**src/rtl/switch_event_capture_if.sv**
```systemverilog
// Event stream between the switch capture block and its consumer.
// The master side presents the FIFO head; the slave side answers with evt_ready.
interface switch_event_capture_if #(
    parameter int WIDTH = 8
);
    logic             evt_valid;
    logic             evt_ready;
    logic [WIDTH-1:0] evt_data;
    logic [WIDTH-1:0] evt_mask;

    modport master (
        output evt_valid,
        output evt_data,
        output evt_mask,
        input  evt_ready
    );

    modport slave (
        input  evt_valid,
        input  evt_data,
        input  evt_mask,
        output evt_ready
    );
endinterface

```
**src/rtl/switch_event_capture.sv**
```systemverilog
// Synchronises and debounces the switch bank, turns each debounced change into
// a {state, changed-mask} event and queues it in a small fall-through FIFO.
module switch_event_capture #(
    parameter int WIDTH           = 8,
    parameter int DEBOUNCE_CYCLES = 1000000,
    parameter int FIFO_DEPTH      = 4
) (
    input  logic                          clk_100MHz,
    input  logic                          reset,
    input  logic [WIDTH-1:0]              switch_i,
    output logic [WIDTH-1:0]              sw_state,
    switch_event_capture_if.master        evt,
    output logic                          irq,
    output logic                          overflow,
    input  logic                          ovf_clr
);
    localparam int CW = $clog2(DEBOUNCE_CYCLES);
    localparam int AW = $clog2(FIFO_DEPTH);
    localparam int PW = AW + 1;
    localparam logic [CW-1:0] CNT_LAST = CW'(DEBOUNCE_CYCLES - 1);

    logic [WIDTH-1:0] s1_q, s1_d, s2_q, s2_d;
    logic [WIDTH-1:0] db_q, db_d;
    logic [CW-1:0]    cnt_q [WIDTH];
    logic [CW-1:0]    cnt_d [WIDTH];
    logic [WIDTH-1:0] data_q [FIFO_DEPTH];
    logic [WIDTH-1:0] data_d [FIFO_DEPTH];
    logic [WIDTH-1:0] mask_q [FIFO_DEPTH];
    logic [WIDTH-1:0] mask_d [FIFO_DEPTH];
    logic [PW-1:0]    wr_ptr_q, wr_ptr_d, rd_ptr_q, rd_ptr_d;
    logic             overflow_q, overflow_d;

    logic push, pop, push_ok, drop, empty, full;

    // A bit flips only after CNT_LAST+1 consecutive mismatching samples.
    always_comb begin
        s1_d = switch_i;
        s2_d = s1_q;
        db_d = db_q;
        for (int i = 0; i < WIDTH; i++) begin
            cnt_d[i] = cnt_q[i];
            if (s2_q[i] == db_q[i]) begin
                cnt_d[i] = '0;
            end else if (cnt_q[i] == CNT_LAST) begin
                db_d[i]  = s2_q[i];
                cnt_d[i] = '0;
            end else begin
                cnt_d[i] = cnt_q[i] + CW'(1);
            end
        end
    end

    // Full FIFO still accepts a push when the head is popped on the same edge.
    always_comb begin
        empty      = (wr_ptr_q == rd_ptr_q);
        full       = (wr_ptr_q[AW] != rd_ptr_q[AW]) &&
                     (wr_ptr_q[AW-1:0] == rd_ptr_q[AW-1:0]);
        push       = (db_d != db_q);
        pop        = !empty && evt.evt_ready;
        push_ok    = push && (!full || pop);
        drop       = push && full && !pop;
        data_d     = data_q;
        mask_d     = mask_q;
        if (push_ok) begin
            data_d[wr_ptr_q[AW-1:0]] = db_d;
            mask_d[wr_ptr_q[AW-1:0]] = db_d ^ db_q;
        end
        wr_ptr_d   = wr_ptr_q + PW'(push_ok);
        rd_ptr_d   = rd_ptr_q + PW'(pop);
        overflow_d = overflow_q;
        if (drop) begin
            overflow_d = 1'b1;
        end else if (ovf_clr) begin
            overflow_d = 1'b0;
        end
    end

    always_ff @(posedge clk_100MHz or posedge reset) begin
        if (reset) begin
            s1_q       <= '0;
            s2_q       <= '0;
            db_q       <= '0;
            wr_ptr_q   <= '0;
            rd_ptr_q   <= '0;
            overflow_q <= 1'b0;
            for (int i = 0; i < WIDTH; i++) begin
                cnt_q[i] <= '0;
            end
            for (int j = 0; j < FIFO_DEPTH; j++) begin
                data_q[j] <= '0;
                mask_q[j] <= '0;
            end
        end else begin
            s1_q       <= s1_d;
            s2_q       <= s2_d;
            db_q       <= db_d;
            wr_ptr_q   <= wr_ptr_d;
            rd_ptr_q   <= rd_ptr_d;
            overflow_q <= overflow_d;
            cnt_q      <= cnt_d;
            data_q     <= data_d;
            mask_q     <= mask_d;
        end
    end

    assign sw_state      = db_q;
    assign evt.evt_valid = !empty;
    assign evt.evt_data  = data_q[rd_ptr_q[AW-1:0]];
    assign evt.evt_mask  = mask_q[rd_ptr_q[AW-1:0]];
    assign irq           = !empty;
    assign overflow      = overflow_q;
endmodule

```
**src/flat_wrapper.sv**
```systemverilog
// flat-port wrapper written by rule: the top's interface ports become plain ports
module switch_event_capture_flat 
#(
    parameter int WIDTH           = 8,
    parameter int DEBOUNCE_CYCLES = 1000000,
    parameter int FIFO_DEPTH      = 4
)
  (clk_100MHz, reset, switch_i, sw_state, irq, overflow, ovf_clr, evt_evt_valid, evt_evt_data, evt_evt_mask, evt_evt_ready);
  switch_event_capture_if #(.WIDTH(WIDTH)) evt_i ();
  input  logic clk_100MHz;
  input  logic reset;
  input  logic [WIDTH-1:0] switch_i;
  output logic [WIDTH-1:0] sw_state;
  output logic irq;
  output logic overflow;
  input  logic ovf_clr;
  output wire logic [$bits(evt_i.evt_valid)-1:0] evt_evt_valid;
  output wire logic [$bits(evt_i.evt_data)-1:0] evt_evt_data;
  output wire logic [$bits(evt_i.evt_mask)-1:0] evt_evt_mask;
  input wire logic [$bits(evt_i.evt_ready)-1:0] evt_evt_ready;
  assign evt_evt_valid = evt_i.evt_valid;
  assign evt_evt_data = evt_i.evt_data;
  assign evt_evt_mask = evt_i.evt_mask;
  assign evt_i.evt_ready = evt_evt_ready;
  switch_event_capture #(.WIDTH(WIDTH), .DEBOUNCE_CYCLES(DEBOUNCE_CYCLES), .FIFO_DEPTH(FIFO_DEPTH)) u_core (.clk_100MHz(clk_100MHz), .reset(reset), .switch_i(switch_i), .sw_state(sw_state), .evt(evt_i), .irq(irq), .overflow(overflow), .ovf_clr(ovf_clr));
endmodule
```
**config.mk**
```make
export PLATFORM = sky130hd
export DESIGN_NAME = switch_event_capture_flat
export DESIGN_NICKNAME = d
export VERILOG_FILES = /design/src/rtl/switch_event_capture_if.sv /design/src/rtl/switch_event_capture.sv /design/src/flat_wrapper.sv
export SDC_FILE = /design/constraint.sdc
export NUM_CORES = 1
export LEC_CHECK = 0
export BUFFER_PORTS_ARGS = -buffer_cell sky130_fd_sc_hd__buf_2
export CORE_ASPECT_RATIO = 1.5
export CORE_MARGIN = 2
export CORE_UTILIZATION = 62
export DETAILED_ROUTE_END_ITERATION = 8
export PLACE_DENSITY = 0.8
export SYNTH_ARGS = -nofsm -noshare
export SYNTH_HDL_FRONTEND = slang
export SYNTH_SLANG_ARGS = --single-unit
export TNS_END_PERCENT = 100
```
**constraint.sdc**
```tcl
create_clock -name clk_100MHz -period 12.3 [get_ports clk_100MHz]
set_input_delay 2.46 -clock clk_100MHz [delete_from_list [all_inputs] [get_ports clk_100MHz]]
set_output_delay 2.46 -clock clk_100MHz [all_outputs]
set_load 0.03 [all_outputs]
```
==> results.toml, run 1 <==
[final_layout]
n_antenna_cell = 0
fin_area_sq_um = 13300
finalNetCount = 1111
final_common_cell = "dfrtp_1"
layout-drive-gt1-share = 0.172
final_cell_mix = "255 x dfrtp_1, 165 x nor2_1, 73 x xor2_1"
area_growth_pct = 9.54

[route]
wire_per_inst_um = 17.0
dr.pass1.iters = 4
avgViaCountPerCell = 5.81
drt-total-wl_um = 23100
num_vias = 7893
first_iter_violations = 493
drc = 0
drtAntennaViolNets = 0

[clocking]
clk_pin_slew_worst_paths_ns = 0.06
cts_buffer_depth = 3
cts_buffers = 25
clock_latency_ns = 0.52
cts_tree = "done"
holdBufCountCts = 0
cts-resized-gates = 0
root_buffer = "clkbuf_16"
cts_sinks = 255
h-tree-depth = 1
cts_setup_buffers = 0

[setup_path]
crit_path_end_kind = "primary output"
reg2reg_depth = 7
path_max_fanout = 18
worstSetupStartpointType = "flip-flop"
cp.arrival_ns = 2.46
rrSetupSlack_ns = 9.09
r2r_end = "u_core.data_q[14]$_DFFE_PP0P_"
r2r-start = "u_core.cnt_q[120]$_DFF_PP0_"
crit_type = "reg -> out"
cp.required_ns = 9.84

[placement]
placed_area_sq_um = 12500
globalplace.congestion = 0.812
dpl.hpwl_um = 15600
io_buffers = 38

[power]
p_leak_nw = 6.02
p_seq_frac = 0.515
ir_worst_vdd_mv = 0.103
pwr-share-clk = 0.462
power.switching_mw = 0.354
pwr-share-comb = 0.024
power_density_nw_per_um2 = 125
p_sw_frac = 0.213
intPower_mw = 1.31

[sta]
fin_crit_sh = 0.400
period_minus_slack_ns = 4.92
clock_skew_ns = 0.0101
fmax_mhz = 203
setup_tns_ns = 0
setup_viol_count_final = 0
grt_setup_unrepaired = "no"
slew_violations = 0
max_slew_margin = 0.242
hold_viol_final = 0
tightestPinTransition_ns = 1.14

[grt]
grt_overflow_total = 0
track_usage = 0.233
grt_max_degree = 115
antenna_found_initial = 0
grt_pass1_wl_um = 39800
grt_pass1_vias = 8263

[synth]
ys_warn_count = 0
synth.distinct_cells = 49
ys.flop_type = "dfrtp_1"
syn_avg_cell_area_sq_um = 11.5
ys_seq_elements = 255
ys_seq_area_frac = 0.526
syn_area_sq_um = 12100
async_reset_ff_frac = 1.00
syn_nets = 1077
synth_cells = 1053
synth_edf_count = 0

[floorplanning]
die-width_um = 118
core_area_sq_um = 19200
die_area_sq_um = 20700
core.rowCount = 62
start_util = 0.633
io_pins = 39
die_y_um = 175

[flow_run]
cap_violations = 0

[worst_hold_path]
hold_path_class = "reg -> reg"
min_to = "u_core.s2_q[4]$_DFF_PP0_"
hp-start = "u_core.s1_q[4]$_DFF_PP0_"
min_path_cells = 0

[status]
outcome = "finished clean"
## sequential cells by signal, summed over array words and instances, names as in the netlist
| name | flops |
|---|---|
| u_core.cnt_q | 160 |
| u_core.data_q | 32 |
| u_core.mask_q | 32 |
| u_core.s1_q | 8 |
| u_core.s2_q | 8 |
| u_core.sw_state | 8 |
| u_core.rd_ptr_q | 3 |
| u_core.wr_ptr_q | 3 |
| u_core.overflow | 1 |
## per-layer routing
metal,vias up,routed length (um),track usage,part of all wire
met2,135,11700,0.410,0.51
met4,0,770,0.0833,0.033
met5,-,0,0,0
met1,3975,9760,0.290,0.42
li1,3729,-,-,-
met3,54,901,0.0377,0.039
## synthesized netlist by cell type, drive strengths merged (13+ instances only)
master  count  area [sq um]
nor2      165           619
mux4       16           360
and4       15           139
xnor2      68           596
nand2      54           203
mux2       72           961
clkbuf     23          87.6
nand4      26           163
xor2       73           639
and2       19           119
o21ai      16          80.1
nand3      66           330
nor4       13          96.3
and3       50           318
a21oi      20           145
or3        16           100
dfrtp     255          6380
## cells by family (layout without fill, tap and decap cells)
group / after synthesis / in the layout / synth area share
AOI/OAI and AO/OA: 45 / 45 / 0.0295
xor gates and xnor gates: 141 / 141 / 0.102
adders and majority gates: 12 / 12 / 0.0124
buffers and inverters: 42 / 92 / 0.0192
DFF: 255 / 255 / 0.526
muxes: 88 / 88 / 0.109
and+or+nand+nor: 470 / 470 / 0.202
## per-stage QoR
step	total power, mW	cells	util	hold WS (ns)	setup slack (ns)
6_report	1.66	1359	0.693	0.350	7.38
5_1_grt	1.72	1359	0.693	0.357	7.21
4_1_cts	1.68	1359	0.693	0.351	7.32
3_5_place_dp	0.911	1316	0.651	0.339	7.88
3_3_place_gp	0.910	1316	0.651	0.333	7.91
2_1_floorplan	0.898	1053	-	0.331	2.83
## worst max path at each step
| stage | from | endpoint |
|---|---|---|
| after floorplan | reset | u_core.cnt_q[0]$_DFF_PP0_ |
| after global placement | u_core.rd_ptr_q[0]$_DFF_PP0_ | evt_evt_data[2] |
| after detailed placement | u_core.rd_ptr_q[0]$_DFF_PP0_ | evt_evt_data[1] |
| after CTS | u_core.rd_ptr_q[0]$_DFF_PP0_ | evt_evt_data[2] |
| after global routing | u_core.rd_ptr_q[0]$_DFF_PP0_ | evt_evt_data[2] |
| final | u_core.rd_ptr_q[0]$_DFF_PP0_ | evt_evt_data[1] |
## worst max-delay path, cell delays in order, from the launching register on
cell	delay, ns
dfrtp_1	1.09
mux4_2	0.64
buf_2	0.20
## cell type report
cell class | instances | area [sq um]
Multi-Input combinational cell | 756 | 5520
Inverter | 8 | 37.5
Sequential cell | 255 | 6380
Tap cell | 256 | 320
Fill cell | 1410 | 5870
Clock inverter | 8 | 96.3
Clock buffer | 35 | 723
Timing Repair Buffer | 41 | 213
## power by group through the flow
| stage | combinational [mW] | clock, mW | sequential (mW) |
|---|---|---|---|
| after CTS | 0.0408 | 0.784 | 0.855 |
| final | 0.0391 | 0.767 | 0.855 |
| after global placement | 0.0399 | 0 | 0.870 |
| after detailed placement | 0.0404 | 0 | 0.870 |
| after global routing | 0.0461 | 0.822 | 0.855 |
| after floorplan | 0.0290 | 0 | 0.869 |
No activity file was read; power rests on OpenSTA's default activity.
==> run 2: changes to the inputs <==
ABC_AREA = 1   (was default)
CORE_UTILIZATION = 63   (was 62)
PLACE_DENSITY = 0.81   (was 0.8)
clock period = 4.8 ns   (was 12.3 ns; I/O delays follow)
==> run 2 against run 1 <==
Net effect:
- flip-flop and latch count is the same
- area after synthesis grew 4.0%
- die area grew 2.3%
- wire length grew 20%
- clock power grew to 2.5 times the previous value
- utilization grew 0.48 points
- non-clock buffer count grew 3
- combinational power grew to 22 times the previous value
- first-iteration DRC count grew 60%
- design area grew 3.6%
- sequential power grew to 2.6 times the previous value
- global-route usage grew 3.6 points
- critical path type unchanged
- critical endpoint is now evt_evt_data[6]
- largest cell class unchanged
==> results.toml, run 2 <==
[status]
outcome = "finished clean"

[final_layout]
largest_register_ffs = 160
reg_top3 = "u_core.cnt_q x160, u_core.data_q x32, u_core.mask_q x32"
fin_area_sq_um = 13800
largest_register = "u_core.cnt_q"
finalNetCount = 1576
layout.cells.non_filler = 1830
final_common_cell = "nand2_1"
layout-drive-gt1-share = 0.0936
final_cell_mix = "300 x nand2_1, 255 x dfrtp_1, 244 x nor2_1"
n_antenna_cell = 0
area_growth_pct = 9.11

[synth]
syn_nets = 1545
synth_cells = 1521
synth_common_cells = "300 x nand2_1, 255 x dfrtp_1, 244 x nor2_1"
ys_top_cells_by_area = "dfrtp_1 51%, nand2_1 8.9%, nor2_1 7.3%"
ys_warn_count = 0
synth.distinct_cells = 41
synth_area_leader_cell = "dfrtp_1"
ys_seq_area_frac = 0.506
syn_avg_cell_area_sq_um = 8.29
syn_area_sq_um = 12600
ys_seq_elements = 255
yosysMostFrequentCell = "nand2_1"
synth_edf_count = 0
synth_top_area_share = 0.506
async_reset_ff_frac = 1.00
ys.flop_type = "dfrtp_1"

[route]
wire_per_inst_um = 15.1
drtAntennaViolNets = 0
dr.pass1.iters = 6
first_iter_violations = 790
avgViaCountPerCell = 5.68
drc = 0
num_vias = 10400
drt-total-wl_um = 27700

[grt]
grt_pass1_wl_um = 47200
grt_max_degree = 111
grt_overflow_total = 0
antenna_found_initial = 0
grt_pass1_vias = 10300
track_usage = 0.269

[floorplanning]
die_y_um = 177
core.rowCount = 63
die-width_um = 120
core_area_sq_um = 19700
die_area_sq_um = 21200
start_util = 0.640
io_pins = 39

[power]
p_sw_frac = 0.298
power_density_nw_per_um2 = 365
p_seq_frac = 0.445
power.switching_mw = 1.50
intPower_mw = 3.53
pwr-share-comb = 0.172
pwr-share-clk = 0.382
ir_worst_vdd_mv = 0.336
p_leak_nw = 6.70

[clocking]
cts_sinks = 255
cts_tree = "done"
root_buffer = "clkbuf_16"
h-tree-depth = 1
cts_setup_buffers = 0
cts_buffers = 24
cts_buffer_depth = 3
clock_latency_ns = 0.52
holdBufCountCts = 0
clk_pin_slew_worst_paths_ns = 0.06
cts-resized-gates = 0

[setup_path]
worstSetupStartpointType = "flip-flop"
cp.arrival_ns = 2.40
critPathMaxStageDelay_ns = 0.63
crit_type = "reg -> out"
crit_path_end_kind = "primary output"
path_max_fanout = 19
cp_cell_sequence = "inv_1 -> o21ai_0 -> o22ai_1 -> buf_2"
crit_slowest_cell = "dfrtp_1"
cp.required_ns = 3.84

[placement]
place_ws_ns = 2.04
io_buffers = 38
dpl.cell_count = 1786
globalplace.congestion = 0.887
dpl.hpwl_um = 18300
placed_area_sq_um = 13000

[sta]
setup_tns_ns = 0
max_slew_margin = 0.353
slew_violations = 0
period_minus_slack_ns = 3.36
setup_viol_count_final = 0
clock_skew_ns = 0.00895
fmax_mhz = 297
grt_setup_unrepaired = "no"
tightestPinTransition_ns = 0.969
hold_viol_final = 0
fin_ws_ns = 1.44
fin_crit_sh = 0.701

[worst_hold_path]
hold_path_class = "reg -> reg"

[flow_run]
cap_violations = 0
[run 2: layout make-up]
cell class	instances	area, sq um
clock buffers	38	744
clock inverters	6	55.1
fillers	1544	5950
inverters	171	648
multi-input cells	1056	5350
flip-flops and latches	255	6380
well taps	260	325
repair buffers	44	260
[run 2: worst paths after layout]
kind | startpoint | endpoint | slack, ns | cells after the start
max in group asynchronous | reset | u_core.cnt_q[140]$_DFF_PP0_ | 3.06 | 3
hold / removal | u_core.s1_q[7]$_DFF_PP0_ | u_core.s2_q[7]$_DFF_PP0_ | 0.35 | 0
hold reg to reg | u_core.s1_q[7]$_DFF_PP0_ | u_core.s2_q[7]$_DFF_PP0_ | 0.35 | 0
min in group asynchronous | reset | u_core.cnt_q[102]$_DFF_PP0_ | 0.64 | 2
setup / recovery | u_core.rd_ptr_q[1]$_DFF_PP0_ | evt_evt_data[6] | 1.44 | 4
setup reg to reg | u_core.rd_ptr_q[1]$_DFF_PP0_ | u_core.data_q[24]$_DFFE_PP0P_ | 2.24 | 7
[run 2: critical path, delay by kind of cell (launching register included)]
family | cells | cell delay [ns]
buf+inv | 2 | 0.82
flops | 1 | 0.63
compound gates | 2 | 0.44
[run 2: through the flow]
stage	hold WS [ns]	utilization	total power, mW
2_1_floorplan	0.331	-	2.90
3_3_place_gp	0.334	0.658	3.12
3_5_place_dp	0.335	0.658	3.13
4_1_cts	0.349	0.698	5.04
5_1_grt	0.358	0.698	5.22
6_report	0.348	0.698	5.02
[run 2: per-layer routing]
layer | global-route usage | routed length [um] | up-vias
li1 | - | - | 5067
met1 | 0.333 | 10900 | 4988
met2 | 0.485 | 14700 | 278
met3 | 0.0276 | 1320 | 62
met4 | 0.105 | 829 | 0
met5 | 0 | 0 | -
[run 2: kinds of logic (layout without fill, tap and decap cells)]
| kind of cell | after synthesis | count (layout) | synth area share |
|---|---|---|---|
| simple gates | 801 | 801 | 0.291 |
| compound gates | 190 | 190 | 0.0839 |
| xor+xnor | 53 | 53 | 0.0368 |
| buf+inv | 210 | 259 | 0.0701 |
| fa+ha+maj | 12 | 12 | 0.0119 |
| flops | 255 | 255 | 0.506 |
[run 2: power by group through the flow]
| stage | Combinational [mW] | Sequential (mW) | Clock [mW] |
|---|---|---|---|
| 2_1_floorplan | 0.650 | 2.25 | 0 |
| 3_3_place_gp | 0.846 | 2.27 | 0 |
| 3_5_place_dp | 0.857 | 2.27 | 0 |
| 4_1_cts | 0.865 | 2.23 | 1.95 |
| 5_1_grt | 0.945 | 2.24 | 2.03 |
| 6_report | 0.866 | 2.24 | 1.92 |
==> run 3: changes to the inputs <==
clock period = 3.3 ns   (was 4.8 ns; I/O delays follow)
==> run 3 against run 2 <==
Net effect:
- sequential power up 45%
- flip-flop and latch count unchanged
- design area down 0.13%
- cell count up 0.27%
- non-clock buffer count up 4
- combinational power up 48%
- total power up 44%
- critical path depth unchanged
- hold slack worse by 0.12 ns
- die area unchanged
- first-iteration DRC count up 19%
- critical endpoint is now evt_evt_mask[7]
- largest cell class unchanged
- largest power group unchanged
- highest routed layer unchanged
==> results.toml, run 3 (synthesis gave the netlist of run 2 again) <==
[status]
outcome = "finished clean"

[floorplanning]
io_pins = 39
die_y_um = 177
core_area_sq_um = 19700
start_util = 0.640
die_area_sq_um = 21200
core.rowCount = 63
die-width_um = 120

[grt]
track_usage = 0.266
grt_max_degree = 116
antenna_found_initial = 0
grt_overflow_total = 0
grt_pass1_vias = 10100
grt_pass1_wl_um = 46700

[clocking]
clock_latency_ns = 0.53
cts-resized-gates = 0
h-tree-depth = 1
clk_pin_slew_worst_paths_ns = 0.06
cts_setup_buffers = 0
cts_buffer_depth = 3
cts_tree = "done"
cts_buffers = 25
root_buffer = "clkbuf_16"
cts_sinks = 255
holdBufCountCts = 0

[final_layout]
final_common_cell = "nand2_1"
layout-drive-gt1-share = 0.0952
largest_register = "u_core.cnt_q"
final_cell_mix = "300 x nand2_1, 255 x dfrtp_1, 244 x nor2_1"
largest_register_ffs = 160
area_growth_pct = 8.97
layout.cells.non_filler = 1835
finalNetCount = 1581
utilization = 0.697
reg_top3 = "u_core.cnt_q x160, u_core.data_q x32, u_core.mask_q x32"
n_antenna_cell = 0

[placement]
globalplace.congestion = 0.876
dpl.cell_count = 1790
io_buffers = 38
dpl.hpwl_um = 18600

[setup_path]
worstSetupStartpointType = "flip-flop"
cp.required_ns = 2.64
critPathBufInv = 2
rrSetupSlack_ns = 0.98
cp.arrival_ns = 2.38
crit_type = "reg -> out"
critPathMaxStageDelay_ns = 0.60
crit_path_end_kind = "primary output"
crit_slowest_cell = "dfrtp_1"
cp_cell_sequence = "inv_1 -> o21ai_0 -> o22ai_1 -> buf_2"
reg2reg_depth = 10
cp_top_family = "buffers and inverters"
r2r-start = "u_core.cnt_q[80]$_DFF_PP0_"
r2r_end = "u_core.mask_q[31]$_DFFE_PP0P_"
path_max_fanout = 19

[route]
drt-total-wl_um = 27500
first_iter_violations = 938
wire_per_inst_um = 15.0
avgViaCountPerCell = 5.66
dr.pass1.iters = 8
drtAntennaViolNets = 0
drc = 0
num_vias = 10400

[worst_hold_path]
hp-start = "switch_i[3]"
min_path_cells = 1
hold_path_class = "in -> reg"
min_to = "u_core.s1_q[3]$_DFF_PP0_"

[sta]
fin_crit_sh = 0.921
hold_viol_final = 0
grt_setup_unrepaired = "no"
slew_violations = 0
max_slew_margin = 0.420
period_minus_slack_ns = 3.04
setup_viol_count_final = 0
fmax_mhz = 329
clock_skew_ns = 0.0209
tightestPinTransition_ns = 0.867
whs_ns = 0.230

[power]
power_density_nw_per_um2 = 527
ir_worst_vdd_mv = 0.472
p_leak_nw = 6.69

[flow_run]
cap_violations = 0
==> run 3: changes by cell type in the layout (fill, tap and decap cells not counted) <==
cell / previous run / this run
clkbuf_8: 7 / 1
clkbuf_1: 6 / 8
clkinvlp_4: 1 / 4
buf_12: 2 / 1
buf_4: 4 / 9
inv_6: 0 / 2
==> run 3: worst max path at each step <==
stage | start | endpoint | slack, ns | cells after the start
2_1_floorplan | reset | u_core.cnt_q[0]$_DFF_PP0_ | -0.72 | 1
3_3_place_gp | u_core.rd_ptr_q[1]$_DFF_PP0_ | evt_evt_data[5] | 0.89 | 4
3_5_place_dp | u_core.rd_ptr_q[1]$_DFF_PP0_ | evt_evt_data[5] | 0.86 | 4
4_1_cts | u_core.rd_ptr_q[1]$_DFF_PP0_ | evt_evt_data[5] | 0.31 | 4
5_1_grt | u_core.rd_ptr_q[1]$_DFF_PP0_ | evt_evt_data[4] | 0.22 | 4
6_report | u_core.rd_ptr_q[1]$_DFF_PP0_ | evt_evt_mask[7] | 0.26 | 4
==> run 3: power by group <==
part / internal, mW / switching, mW / leakage [nW]
sequential: 3.18 / 0.0675 / 3.50
clock: 1.51 / 1.20 / 0.368
combinational: 0.335 / 0.948 / 2.82
total: 5.02 / 2.22 / 6.69
==> run 3: cell type report <==
cell class / count / area (sq um)
multi-input combinational: 1056 / 5350
fill: 1611 / 5960
sequential: 255 / 6380
clock inverter: 11 / 95.1
clock buffer: 34 / 669
inverter: 171 / 648
timing repair buffer: 48 / 278
tap: 260 / 325
==> run 3: worst register-to-register path, cell delays in order, from the launching register on <==
cell	delay, ns
dfrtp_1	0.38
ha_1	0.19
nand3_1	0.15
inv_1	0.11
nand4_1	0.25
nand2_2	0.16
nor2_4	0.07
nand2_8	0.33
nand3_4	0.35
nand2_1	0.15
nand2_1	0.05
==> run 3: metal layers <==
layer,up-vias,routed length (um),GRT usage
met1,4998,11100,0.330
met5,-,0,0
met4,0,597,0.0706
li1,5080,-,-
met3,43,1260,0.0286
met2,269,14500,0.492
==> run 3: metrics by stage <==
stage	total power, mW	area, sq um	setup slack (ns)	TNS (ns)
finish	7.24	13700	0.261	0
global route	7.52	13700	0.217	0
CTS	7.28	13700	0.312	0
detailed placement	4.58	13000	0.862	0
global placement	4.56	13000	0.890	0
floorplan	4.21	12600	-0.718	-183.00
